**config.mk**
```make
export PLATFORM = sky130hd
export DESIGN_NAME = prog_ctr_fsm_flat
export DESIGN_NICKNAME = d
export VERILOG_FILES = /design/src/rtl/prog_ctr_fsm_if.sv /design/src/rtl/prog_ctr_fsm.sv /design/src/flat_wrapper.sv
export SDC_FILE = /design/constraint.sdc
export NUM_CORES = 1
export LEC_CHECK = 0
export CORE_UTILIZATION = 47
export CTS_BUF_LIST = sky130_fd_sc_hd__clkbuf_16
export DETAILED_ROUTE_END_ITERATION = 16
export PLACE_DENSITY = 0.88
export SYNTH_ARGS = -nofsm -noshare
export SYNTH_HDL_FRONTEND = slang
export SYNTH_SLANG_ARGS = --single-unit
```
**constraint.sdc**
```tcl
create_clock -name clk -period 2.3 [get_ports clk]
set_input_delay 0.345 -clock clk [delete_from_list [all_inputs] [get_ports clk]]
set_output_delay 0.345 -clock clk [all_outputs]
set_load 0.02 [all_outputs]
```
**src/rtl/prog_ctr_fsm_if.sv**
```systemverilog
// Fetch-side bus between the program counter sequencer and its environment.
// Carries br_taken_cnt only when BR_TAKEN_CNT_EN is defined.
interface prog_ctr_fsm_if #(
  parameter int PC_W   = 10,
  parameter int LUT_AW = 2
);
  logic              start;
  logic              stall;
  logic              halt;
  logic              branch_abs;
  logic              branch_rel_en;
  logic              zero;
  logic [LUT_AW-1:0] branch_idx;
  logic [LUT_AW-1:0] lut_addr;
  logic [PC_W-1:0]   target;
  logic [PC_W-1:0]   prog_ctr;
  logic              done;
`ifdef BR_TAKEN_CNT_EN
  logic [15:0]       br_taken_cnt;

  modport master (
    output start, stall, halt, branch_abs, branch_rel_en, zero, branch_idx, target,
    input  lut_addr, prog_ctr, done, br_taken_cnt
  );
  modport slave (
    input  start, stall, halt, branch_abs, branch_rel_en, zero, branch_idx, target,
    output lut_addr, prog_ctr, done, br_taken_cnt
  );
`else
  modport master (
    output start, stall, halt, branch_abs, branch_rel_en, zero, branch_idx, target,
    input  lut_addr, prog_ctr, done
  );
  modport slave (
    input  start, stall, halt, branch_abs, branch_rel_en, zero, branch_idx, target,
    output lut_addr, prog_ctr, done
  );
`endif
endinterface

```
**src/rtl/prog_ctr_fsm.sv**
```systemverilog
// Program counter / fetch sequencer driving the branch-target LUT.
// Optional taken-branch counter enabled by defining BR_TAKEN_CNT_EN.
//
// state    | meaning
// ---------+------------------------------------------------------------
// ST_IDLE  | after reset, PC held at 0, waiting for start
// ST_ARMED | start seen, PC forced to 0, waiting for start to drop
// ST_RUN   | fetching: stall / halt / abs / rel / increment
// ST_DONE  | halted, PC frozen, done high until the next start
module prog_ctr_fsm #(
  parameter int PC_W = 10
) (
  input logic         clk,
  input logic         reset,
  prog_ctr_fsm_if.slave bus
);
  localparam logic [1:0] ST_IDLE  = 2'd0;
  localparam logic [1:0] ST_ARMED = 2'd1;
  localparam logic [1:0] ST_RUN   = 2'd2;
  localparam logic [1:0] ST_DONE  = 2'd3;

  logic [1:0]      state, state_nxt;
  logic [PC_W-1:0] pc, pc_nxt;
  logic            done_q;
  logic            taken;

  // Index goes straight through so target feeds the next-PC mux in the same cycle.
  assign bus.lut_addr = bus.branch_idx;
  assign bus.prog_ctr = pc;
  assign bus.done     = done_q;

  always_comb begin
    state_nxt = state;
    pc_nxt    = pc;
    taken     = 1'b0;
    case (state)
      ST_IDLE: begin
        pc_nxt = '0;
        if (bus.start) state_nxt = ST_ARMED;
      end
      ST_ARMED: begin
        pc_nxt = '0;
        if (!bus.start) state_nxt = ST_RUN;
      end
      ST_RUN: begin
        if (bus.stall) begin
          pc_nxt = pc;
        end else if (bus.halt) begin
          state_nxt = ST_DONE;
        end else if (bus.branch_abs) begin
          pc_nxt = bus.target;
          taken  = 1'b1;
        end else if (bus.branch_rel_en && bus.zero) begin
          pc_nxt = pc + bus.target;
          taken  = 1'b1;
        end else begin
          pc_nxt = pc + PC_W'(1);
        end
      end
      ST_DONE: begin
        if (bus.start) begin
          state_nxt = ST_ARMED;
          pc_nxt    = '0;
        end
      end
      default: begin
        state_nxt = ST_IDLE;
        pc_nxt    = '0;
      end
    endcase
  end

  always_ff @(posedge clk) begin
    if (reset) begin
      state  <= ST_IDLE;
      pc     <= '0;
      done_q <= 1'b0;
    end else begin
      state  <= state_nxt;
      pc     <= pc_nxt;
      done_q <= (state_nxt == ST_DONE);
    end
  end

`ifdef BR_TAKEN_CNT_EN
  logic [15:0] cnt;

  assign bus.br_taken_cnt = cnt;

  always_ff @(posedge clk) begin
    if (reset) begin
      cnt <= '0;
    end else if (state == ST_ARMED && state_nxt == ST_RUN) begin
      cnt <= '0;
    end else if (taken && cnt != 16'hFFFF) begin
      cnt <= cnt + 16'd1;
    end
  end
`else
  logic unused_taken;
  assign unused_taken = taken;
`endif
endmodule

```
**src/flat_wrapper.sv**
```systemverilog
// flat-port wrapper written by rule: the top's interface ports become plain ports
module prog_ctr_fsm_flat 
#(
  parameter int PC_W = 10
)
  (clk, reset, bus_start, bus_stall, bus_halt, bus_branch_abs, bus_branch_rel_en, bus_zero, bus_branch_idx, bus_target, bus_lut_addr, bus_prog_ctr, bus_done);
  prog_ctr_fsm_if #(.PC_W(PC_W), .LUT_AW(2)) bus_i ();
  input logic clk;
  input logic reset;
  input wire logic [$bits(bus_i.start)-1:0] bus_start;
  input wire logic [$bits(bus_i.stall)-1:0] bus_stall;
  input wire logic [$bits(bus_i.halt)-1:0] bus_halt;
  input wire logic [$bits(bus_i.branch_abs)-1:0] bus_branch_abs;
  input wire logic [$bits(bus_i.branch_rel_en)-1:0] bus_branch_rel_en;
  input wire logic [$bits(bus_i.zero)-1:0] bus_zero;
  input wire logic [$bits(bus_i.branch_idx)-1:0] bus_branch_idx;
  input wire logic [$bits(bus_i.target)-1:0] bus_target;
  output wire logic [$bits(bus_i.lut_addr)-1:0] bus_lut_addr;
  output wire logic [$bits(bus_i.prog_ctr)-1:0] bus_prog_ctr;
  output wire logic [$bits(bus_i.done)-1:0] bus_done;
  assign bus_i.start = bus_start;
  assign bus_i.stall = bus_stall;
  assign bus_i.halt = bus_halt;
  assign bus_i.branch_abs = bus_branch_abs;
  assign bus_i.branch_rel_en = bus_branch_rel_en;
  assign bus_i.zero = bus_zero;
  assign bus_i.branch_idx = bus_branch_idx;
  assign bus_i.target = bus_target;
  assign bus_lut_addr = bus_i.lut_addr;
  assign bus_prog_ctr = bus_i.prog_ctr;
  assign bus_done = bus_i.done;
  prog_ctr_fsm #(.PC_W(PC_W)) u_core (.clk(clk), .reset(reset), .bus(bus_i));
endmodule
```
==> results of run 1 <==
synth_stat cells (4+ instances only):
library cell               count
sky130_fd_sc_hd__nor2_1       18
sky130_fd_sc_hd__dfxtp_1      13
sky130_fd_sc_hd__ha_1         12
sky130_fd_sc_hd__a21oi_1      10
sky130_fd_sc_hd__and3_1        9
sky130_fd_sc_hd__nand2_1       9
sky130_fd_sc_hd__o21ai_0       6
sky130_fd_sc_hd__a211oi_1      5
sky130_fd_sc_hd__a21o_1        4
sky130_fd_sc_hd__inv_1         4
sky130_fd_sc_hd__nand3_1       4
flip-flops by register name (all words and copies together), names as in the netlist:
register and count:
u_core.bus.prog_ctr 10, u_core.state 2, u_core.bus.done 1
worst max-delay path: stages:
cell and delay (ns):
sky130_fd_sc_hd__clkdlybuf4s50_1 0.45, sky130_fd_sc_hd__buf_4 0.19, sky130_fd_sc_hd__and3_1 0.17, sky130_fd_sc_hd__ha_4 0.29, sky130_fd_sc_hd__a21o_1 0.15, sky130_fd_sc_hd__a21o_2 0.19, sky130_fd_sc_hd__a21oi_4 0.07, sky130_fd_sc_hd__or4b_1 0.51
sky130_fd_sc_hd__nand3_1 0.08
per-stage QoR:
stage                      TNS, ns  hold slack [ns]  std cells
after floorplan                  0           0.4137        145
after global placement     -0.9573           0.5139        210
after detailed placement    -1.290           0.5217        210
after CTS                        0           0.5311        214
after global routing      -0.02062           0.5586        214
final                            0           0.5330        214
report_power, final:
part           switching, mW  internal (mW)  total (mW)
Combinational          0.186          0.159       0.345
Sequential            0.0202          0.247       0.267
Clock                  0.102          0.230       0.332
worst paths after layout:
path / from / to / slack, ns / depth (start not counted)
setup / recovery: bus_zero / u_core.bus.prog_ctr[6] / 0.05 / 9
hold / removal: u_core.bus.prog_ctr[0] / u_core.bus.prog_ctr[0] / 0.53 / 2
setup reg to reg: u_core.bus.prog_ctr[0] / u_core.bus.prog_ctr[8] / 0.47 / 7
hold reg to reg: u_core.bus.prog_ctr[0] / u_core.bus.prog_ctr[0] / 0.53 / 2
kinds of logic (layout without fill, tap and decap cells):
group                    after synthesis  count (layout)  share of synthesized area, %
AO/OA/AOI/OAI                         48              48                         28.76
XOR/XNOR                               6               6                         4.474
adder cells (fa/ha/maj)               13              13                         14.48
buffers and inverters                  9              50                         3.834
flip-flops                            13              13                         22.15
multiplexers                           2               2                         1.704
AND/OR/NAND/NOR                       54              54                         24.60
final cells by class:
type / count / area [um^2] / share of cell area (%)
Multi-Input combinational cell: 123 / 909.6 / 54.05
Clock inverter: 1 / 3.754 / 0.2230
Clock buffer: 3 / 75.07 / 4.461
Inverter: 4 / 15.01 / 0.8922
Tap cell: 28 / 35.03 / 2.082
Sequential cell: 13 / 260.3 / 15.46
Timing Repair Buffer: 42 / 384.1 / 22.83
routing by layer:
| layer | global-route usage (%) | up-vias | share of wire [%] |
|---|---|---|---|
| met5 | 0 | - | 0 |
| met4 | 11.26 | 0 | 1.1 |
| met3 | 3.216 | 5 | 6.8 |
| met2 | 48.72 | 67 | 51 |
| met1 | 32.38 | 623 | 42 |
| li1 | - | 626 | - |
repair_timing:
action,4_1_cts,5_1_grt
endpoints found under the setup margin,2,5
pin swaps,0,2
endpoints found under the hold margin,0,0
resized for setup,2,7
==> impl_metrics.py, run 1 <==
metrics = {
    "hold_path": {
        "hold_path.class": "reg -> reg",
    },
    "cts": {
        "cts_htree_levels": 1,
        "cts.path.max_buffers": 2,
        "cts_sinks": 13,
        "clk_pin_slew_ns": 0.05,
        "cts_hold_repair.buffers": 0,
        "cts_tree": "yes",
        "cts_buffers": 3,
        "postCtsSetupBuffers": 0,
        "clock_latency_reported_for_the_late_side_of_the_worst_skew_pair_ns": 0.25,
        "clock_tree.root_cell": "sky130_fd_sc_hd__clkbuf_16",
    },
    "placed_design": {
        "dp_hpwl_um": 2406,
        "dp_slack_ns": -0.3032,
        "dpl_cell_area_um2": 1565,
        "place_congestion": 0.8363,
        "port_buffers": 28,
    },
    "final_layout": {
        "layout_common_cells": "27 x sky130_fd_sc_hd__clkdlybuf4s50_1, 18 x sky130_fd_sc_hd__nor2_1, 14 x sky130_fd_sc_hd__buf_4",
        "layout_commonest_cell": "sky130_fd_sc_hd__clkdlybuf4s50_1",
        "syn_to_final_growth_pct": 43.24,
        "finalNetCount": 220,
        "fin_area_um2": 1683,
        "antenna_cells_inserted": 0,
        "nFillCells": 158,
        "final_util_pct": 73.94,
        "post_route_cells_drive_above_1_share_pct": 16.67,
    },
    "detailed_routing": {
        "via_count": 1321,
        "route.detailed.vias_per_inst": 6.173,
        "antenna_left": 0,
        "drt-wirelength-per-cell_um": 16.46,
        "drt_pass1_iterations": 7,
        "drt-total-wl_um": 3523,
        "remaining_drc_errors": 0,
        "first_iter_violations": 49,
    },
    "yosys": {
        "synth_top_cell_area_share_pct": 22.15,
        "dominantRegCellSynth": "sky130_fd_sc_hd__dfxtp_1",
        "postSynthAreaPerCell_um2": 8.103,
        "netlist-cell-type-count": 45,
        "asyncSetResetFlopFracSynth_pct": 0,
        "synth_area_leader_cell": "sky130_fd_sc_hd__dfxtp_1",
        "synth_edf_count": 0,
        "synthesized_area_um2": 1175,
        "synth_warnings": 0,
        "mappedNetlistNets": 178,
        "ys_seq_area_share_pct": 22.15,
        "seq_cells_post_synth": 13,
        "synth_top_area_cells": "sky130_fd_sc_hd__dfxtp_1 22%, sky130_fd_sc_hd__ha_1 13%, sky130_fd_sc_hd__nor2_1 5.8%",
        "syn-instance-count": 145,
    },
    "global_route": {
        "grt_pass1_vias": 1270,
        "grt_start_max_net_pins": 14,
        "first_pass_grt_wire_length_um": 5478,
        "grt_antenna_before_repair": 0,
        "track_usage_pct": 27.26,
        "globalRouteOverflowTotal": 0,
    },
    "setup_path": {
        "classification_of_the_worst_setup_path": "in -> reg",
        "critical_path_required_ns": 2.49,
        "critPathCaptureType": "register",
        "critical_path_peak_fanout": 8,
        "critical_path.startpoint_type": "input pin",
        "arrival_time_worst_endpoint_ns": 2.44,
    },
    "pwr": {
        "worst_ir_drop_on_vdd_uv": 427.6,
        "power.leakage_nw": 0.7164,
        "power_per_cell_area_nw_per_um2": 561.3,
        "totalPowerFinal_mw": 0.9445,
    },
    "outcome": {
        "run_status": "complete, no violations",
    },
    "die": {
        "fp.coreArea_um2": 2276,
        "chipHeight_um": 52.00,
        "dieArea_um2": 2703,
        "num_io_pins": 33,
        "start_util_pct": 51.62,
        "floorplan.die.width_um": 52.00,
        "rows": 17,
    },
    "timing": {
        "timing.final.max_slew_violations": 0,
        "worst_slack_ns": 0.04837,
        "min_period_over_period_pct": 97.90,
        "worst_slew_margin_rel_pct": 72.86,
        "setup-violations-final": 0,
        "hold_viol": 0,
        "max_freq_mhz": 444.1,
        "clock-skew-final_ns": 0.005969,
        "fin_crit_period_ns": 2.252,
        "setup_repair_after_global_routing_missed_its_margin": "yes",
        "max_slew.worst_pin.slew_ns": 0.3968,
    },
    "run": {
        "cap_viol_max_count": 0,
    },
}
Power figures use the tool's default switching activity.
==> inputs of run 2 (changes only) <==
- CORE_UTILIZATION: 47 -> 40
- CTS_CLUSTER_DIAMETER: not set -> 30
- CTS_CLUSTER_SIZE: not set -> 30
- PLACE_DENSITY: 0.88 -> 0.78
==> run 2 against run 1 <==
Compared with the run above: combinational power fell by 5%; count of clock-buffer cells in the layout did not move; maximum frequency rose by 3.2%; sequential cell count did not move; utilization fell by 14 points; sequential share of layout area rose by 0.15 points; register-to-register slack got worse by 0.03 ns; via count fell by 2.6%; clock power rose by 3%; critical path depth did not move; wire length fell by 6.7%; power fell by 0.81%; largest cell class unchanged.
==> impl_metrics.py, run 2 (synthesis results as in run 1) <==
metrics = {
    "timing": {
        "fin_crit_period_ns": 2.182,
        "max_slew.worst_pin.slew_ns": 0.4934,
        "worst_slew_margin_rel_pct": 66.26,
        "setup-violations-final": 0,
        "timing.final.max_slew_violations": 0,
        "setup_repair_after_global_routing_missed_its_margin": "no",
        "min_period_over_period_pct": 94.87,
        "max_freq_mhz": 458.3,
        "hold_viol": 0,
        "clock-skew-final_ns": 0.004225,
    },
    "global_route": {
        "track_usage_pct": 22.66,
        "grt_antenna_before_repair": 0,
        "first_pass_grt_wire_length_um": 5658,
        "grt_pass1_vias": 1299,
        "grt_start_max_net_pins": 14,
        "globalRouteOverflowTotal": 0,
    },
    "detailed_routing": {
        "drt-wirelength-per-cell_um": 15.15,
        "top_layer_used": "met4",
        "routed-wl-met2_um": 1640,
        "remaining_drc_errors": 0,
        "antenna_left": 0,
        "via_count": 1287,
        "drt-total-wl_um": 3287,
        "met1_wire_length_um": 1428,
        "route.detailed.vias_per_inst": 5.931,
        "first_iter_violations": 48,
        "route.met3.wl_um": 165,
        "drt_pass1_iterations": 4,
    },
    "die": {
        "start_util_pct": 42.60,
        "dieArea_um2": 3158,
        "rows": 19,
        "chipHeight_um": 56.20,
        "num_io_pins": 33,
        "fp.coreArea_um2": 2758,
        "floorplan.die.width_um": 56.20,
    },
    "run": {
        "cap_viol_max_count": 0,
    },
    "cts": {
        "clock_tree.root_cell": "sky130_fd_sc_hd__clkbuf_16",
        "cts_hold_repair.buffers": 0,
        "cts.path.max_buffers": 2,
        "postCtsSetupBuffers": 0,
        "cts_tree": "yes",
        "cts_sinks": 13,
        "clock_latency_reported_for_the_late_side_of_the_worst_skew_pair_ns": 0.25,
        "cts_buffers": 3,
        "cts_htree_levels": 1,
        "clk_pin_slew_ns": 0.05,
    },
    "placed_design": {
        "port_buffers": 28,
        "place_congestion": 0.9134,
        "dp_hpwl_um": 2549,
    },
    "final_layout": {
        "syn_to_final_growth_pct": 41.85,
        "layout_common_cells": "26 x sky130_fd_sc_hd__clkdlybuf4s50_1, 18 x sky130_fd_sc_hd__nor2_1, 14 x sky130_fd_sc_hd__buf_4",
        "antenna_cells_inserted": 0,
        "finalNetCount": 220,
        "layout_commonest_cell": "sky130_fd_sc_hd__clkdlybuf4s50_1",
        "largest_register_ff_count": 10,
        "final_util_pct": 60.44,
        "post_route_cells_drive_above_1_share_pct": 15.05,
    },
    "setup_path": {
        "classification_of_the_worst_setup_path": "in -> reg",
        "startpoint_of_the_most_critical_register_to_register_path": "u_core.state[0]",
        "r2r-end": "u_core.bus.prog_ctr[9]",
        "critPathCaptureType": "register",
        "timing.critical_path.buf_inv": 1,
        "flop_to_flop_setup_slack_ns": 0.44,
        "critical_path_peak_fanout": 3,
        "cp_slowest_stage_delay_ns": 0.44,
        "crit_slowest_cell": "sky130_fd_sc_hd__clkdlybuf4s50_1",
        "arrival_time_worst_endpoint_ns": 2.32,
        "critical_path.startpoint_type": "input pin",
        "critical_path_required_ns": 2.44,
        "worstPathCellList": "clkdlybuf4s50_1 > nand3b_1 > ha_2 > fa_2 > a21o_1 > a21o_2 > a21oi_4 > a221oi_1 > o2bb2ai_1",
        "cp_top_delay_family": "compound AO/OA/AOI/OAI gates",
        "worstSetupStartpoint": "bus_target[0]",
        "crit_cells": 9,
        "crit_path_end": "u_core.bus.prog_ctr[8]",
        "worst-r2r-cell-count": 7,
    },
    "pwr": {
        "totalPowerFinal_mw": 0.9368,
        "worst_ir_drop_on_vdd_uv": 481.1,
        "power_per_cell_area_nw_per_um2": 562.1,
        "power.leakage_nw": 0.7304,
    },
    "hold_path": {
        "holdCritStartpoint": "u_core.bus.prog_ctr[0]",
        "hold_path.class": "reg -> reg",
    },
    "outcome": {
        "run_status": "complete, no violations",
    },
}
==> run 2: cell types whose count changed in the layout (fill, tap and decap cells not counted), sizes merged <==
cell           delta
clkinv            +1
inv               -1
dlygate4sd2       -1
clkdlybuf4s50     -1
dlymetal6s2s      +2
==> run 2: timing repair <==
item / 4_1_cts / 5_1_grt
endpoints found under the setup margin: 0 / 7
endpoints found under the hold margin: 0 / 0
gates resized for setup: 0 / 5
==> run 2: final cells by class <==
type                            instances  area (um^2)
Clock inverter                          1        5.005
Timing Repair Buffer                   42        390.4
Tap cell                               31        38.79
Fill cell                             272         1091
Multi-Input combinational cell        123        882.1
Clock buffer                            3        75.07
Sequential cell                        13        260.3
Inverter                                4        15.01
==> run 2: worst min path at each step <==
stage	endpoint	slack, ns	cells past startpoint
after floorplan	u_core.state[1]	0.41	1
after detailed placement	u_core.bus.prog_ctr[0]	0.54	2
after global placement	u_core.state[1]	0.51	2
after global routing	u_core.state[1]	0.57	2
after CTS	u_core.bus.prog_ctr[0]	0.55	2
final	u_core.bus.prog_ctr[0]	0.54	2
==> run 2: report_power, final <==
part           internal (mW)  switching [mW]
Clock                  0.232           0.109
Sequential             0.247          0.0211
Combinational          0.151           0.177
==> run 2: metal layers <==
| layer | vias to the layer above | track usage (%) |
|---|---|---|
| met1 | 606 | 27.57 |
| met4 | 0 | 10.45 |
| met5 | - | 0 |
| met2 | 49 | 38.95 |
| li1 | 627 | - |
| met3 | 5 | 3.488 |
==> run 2: worst reg2reg max path: cells and delay by family (launching register included) <==
| kind | cells | cell delay [ns] |
|---|---|---|
| AND/OR/NAND/NOR | 2 | 0.51 |
| AO/OA/AOI/OAI | 3 | 0.50 |
| flip-flops | 1 | 0.40 |
| adder cells (fa/ha/maj) | 1 | 0.32 |
| buffers and inverters | 1 | 0.07 |
==> run 2: stage by stage <==
| step | TNS (ns) | setup slack, ns | std cells | area, um^2 | hold slack [ns] |
|---|---|---|---|---|---|
| 3_3_place_gp | -0.7701 | -0.1690 | 213 | 1569 | 0.5119 |
| 5_1_grt | 0 | 0.01318 | 217 | 1667 | 0.5735 |
| 3_5_place_dp | -1.118 | -0.2385 | 213 | 1569 | 0.5387 |
| 6_report | 0 | 0.1179 | 217 | 1667 | 0.5433 |
| 4_1_cts | 0 | 0.02018 | 217 | 1649 | 0.5476 |
| 2_1_floorplan | 0 | 0.3085 | 145 | 1175 | 0.4137 |
==> inputs of run 3 (changes only) <==
- CORE_ASPECT_RATIO: not set -> 1.4
- clock period: 2.3 -> 2.8 ns (I/O delays scaled with it)
==> run 3 against run 2 <==
Compared with the run above: clock skew is 0.0026 ns lower; worst hold slack worse by 0.0056 ns; wire length is 3.6% higher; count of clock-buffer cells in the layout stayed put; final area is 4.7% lower; clock power is 17% lower.
==> impl_metrics.py, run 3 (synthesis results as in run 1) <==
metrics = {
    "detailed_routing": {
        "drt_pass1_iterations": 4,
        "routed-wl-met2_um": 1799,
        "drt-total-wl_um": 3406,
        "first_iter_violations": 27,
        "via_count": 1308,
        "drt-wirelength-per-cell_um": 15.99,
        "antenna_left": 0,
        "remaining_drc_errors": 0,
        "route.detailed.vias_per_inst": 6.141,
        "top_layer_used": "met4",
        "met1_wire_length_um": 1359,
        "route.met3.wl_um": 159,
    },
    "final_layout": {
        "syn_to_final_growth_pct": 35.14,
        "largest_register_ff_count": 10,
        "layout_commonest_cell": "sky130_fd_sc_hd__clkdlybuf4s50_1",
        "layout_common_cells": "28 x sky130_fd_sc_hd__clkdlybuf4s50_1, 18 x sky130_fd_sc_hd__nor2_1, 13 x sky130_fd_sc_hd__dfxtp_1",
        "antenna_cells_inserted": 0,
        "finalNetCount": 211,
        "post_route_cells_drive_above_1_share_pct": 9.605,
        "post_layout_nonfiller_instances": 213,
    },
    "setup_path": {
        "critical_path.startpoint_type": "input pin",
        "critPathCaptureType": "register",
        "arrival_time_worst_endpoint_ns": 2.60,
        "critical_path_required_ns": 2.94,
        "critical_path_peak_fanout": 3,
        "classification_of_the_worst_setup_path": "in -> reg",
    },
    "cts": {
        "cts_sinks": 13,
        "clock_tree.root_cell": "sky130_fd_sc_hd__clkbuf_16",
        "cts.path.max_buffers": 2,
        "cts_hold_repair.buffers": 0,
        "cts_htree_levels": 1,
        "clk_pin_slew_ns": 0.05,
        "cts-resized-gates": 0,
        "cts_tree": "yes",
        "postCtsSetupBuffers": 0,
        "cts_buffers": 3,
        "clock_latency_reported_for_the_late_side_of_the_worst_skew_pair_ns": 0.25,
    },
    "pwr": {
        "switching_part_of_the_total_pct": 33.44,
        "p_switching_mw": 0.2568,
        "combPwrFrac_pct": 34.5,
        "p_int_mw": 0.5111,
        "power.leakage_nw": 0.6684,
        "power_per_cell_area_nw_per_um2": 483.6,
        "worst_ir_drop_on_vdd_uv": 273.7,
        "clock_power_share_pct": 36.9,
        "power.share.sequential_pct": 28.6,
    },
    "placed_design": {
        "port_buffers": 28,
        "place_congestion": 0.9106,
        "dp_hpwl_um": 2528,
        "dp_cells": 209,
    },
    "die": {
        "rows": 22,
        "start_util_pct": 43.55,
        "fp.coreArea_um2": 2698,
        "floorplan.die.width_um": 47.81,
        "chipHeight_um": 66.13,
        "dieArea_um2": 3161,
        "num_io_pins": 33,
    },
    "global_route": {
        "grt_start_max_net_pins": 14,
        "track_usage_pct": 23.52,
        "grt_pass1_vias": 1283,
        "first_pass_grt_wire_length_um": 5333,
        "grt_antenna_before_repair": 0,
        "globalRouteOverflowTotal": 0,
    },
    "run": {
        "cap_viol_max_count": 0,
    },
    "hold_path": {
        "hold_path.class": "reg -> reg",
    },
    "timing": {
        "max_freq_mhz": 405.5,
        "tns_ns": 0,
        "max_slew.worst_pin.slew_ns": 0.4976,
        "hold_viol": 0,
        "min_period_over_period_pct": 88.08,
        "timing.final.max_slew_violations": 0,
        "fin_crit_period_ns": 2.466,
        "setup-violations-final": 0,
        "worst_slew_margin_rel_pct": 66.70,
        "clock-skew-final_ns": 0.001587,
        "setup_repair_after_global_routing_missed_its_margin": "no",
    },
    "outcome": {
        "run_status": "complete, no violations",
    },
}
==> run 3: per-layer routing <==
metal | global-route usage, % | vias to the layer above
met4 | 11.11 | 0
met1 | 25.46 | 642
met3 | 5.464 | 9
met5 | 0 | -
li1 | - | 612
met2 | 40.54 | 45
==> run 3: final cells by class <==
cell class | count | area (um^2)
Fill cell | 276 | 1110
Multi-Input combinational cell | 123 | 869.6
Timing Repair Buffer | 33 | 317.8
Sequential cell | 13 | 260.3
Clock buffer | 3 | 75.07
Tap cell | 36 | 45.04
Inverter | 4 | 15.01
Clock inverter | 1 | 5.005
==> run 3: worst paths after layout <==
path,start,endpoint,slack [ns],cells after the start
setup / recovery,bus_target[0],u_core.bus.prog_ctr[8],0.33,9
hold reg to reg,u_core.state[1],u_core.state[1],0.54,2
setup reg to reg,u_core.bus.prog_ctr[0],u_core.bus.prog_ctr[8],0.80,7
hold / removal,u_core.state[1],u_core.state[1],0.54,2
==> run 3: worst max-delay path, cell delays in order <==
cell	delay, ns
sky130_fd_sc_hd__clkdlybuf4s50_1	0.45
sky130_fd_sc_hd__nand3b_1	0.18
sky130_fd_sc_hd__ha_1	0.23
sky130_fd_sc_hd__fa_1	0.42
sky130_fd_sc_hd__a21o_1	0.23
sky130_fd_sc_hd__a21o_2	0.24
sky130_fd_sc_hd__a21oi_2	0.18
sky130_fd_sc_hd__a221oi_1	0.11
sky130_fd_sc_hd__o2bb2ai_1	0.14
==> run 3: power by group through the flow <==
stage | logic [mW] | registers, mW | clock network [mW]
CTS | 0.265 | 0.220 | 0.284
finish | 0.265 | 0.220 | 0.283
global route | 0.292 | 0.223 | 0.298
global placement | 0.243 | 0.221 | 0
detailed placement | 0.264 | 0.223 | 0
floorplan | 0.162 | 0.230 | 0
==> run 3: stage by stage <==
step	utilization, %	cell area [um^2]	total power, mW	hold slack [ns]	setup WS (ns)
global placement	55.89	1508	0.4639	0.5100	0.2122
detailed placement	55.89	1508	0.4869	0.5292	0.1032
finish	58.86	1588	0.7678	0.5377	0.3338
global route	58.86	1588	0.8130	0.5686	0.2370
floorplan	-	1175	0.3917	0.4853	0.7335
CTS	58.86	1588	0.7697	0.5361	0.3528
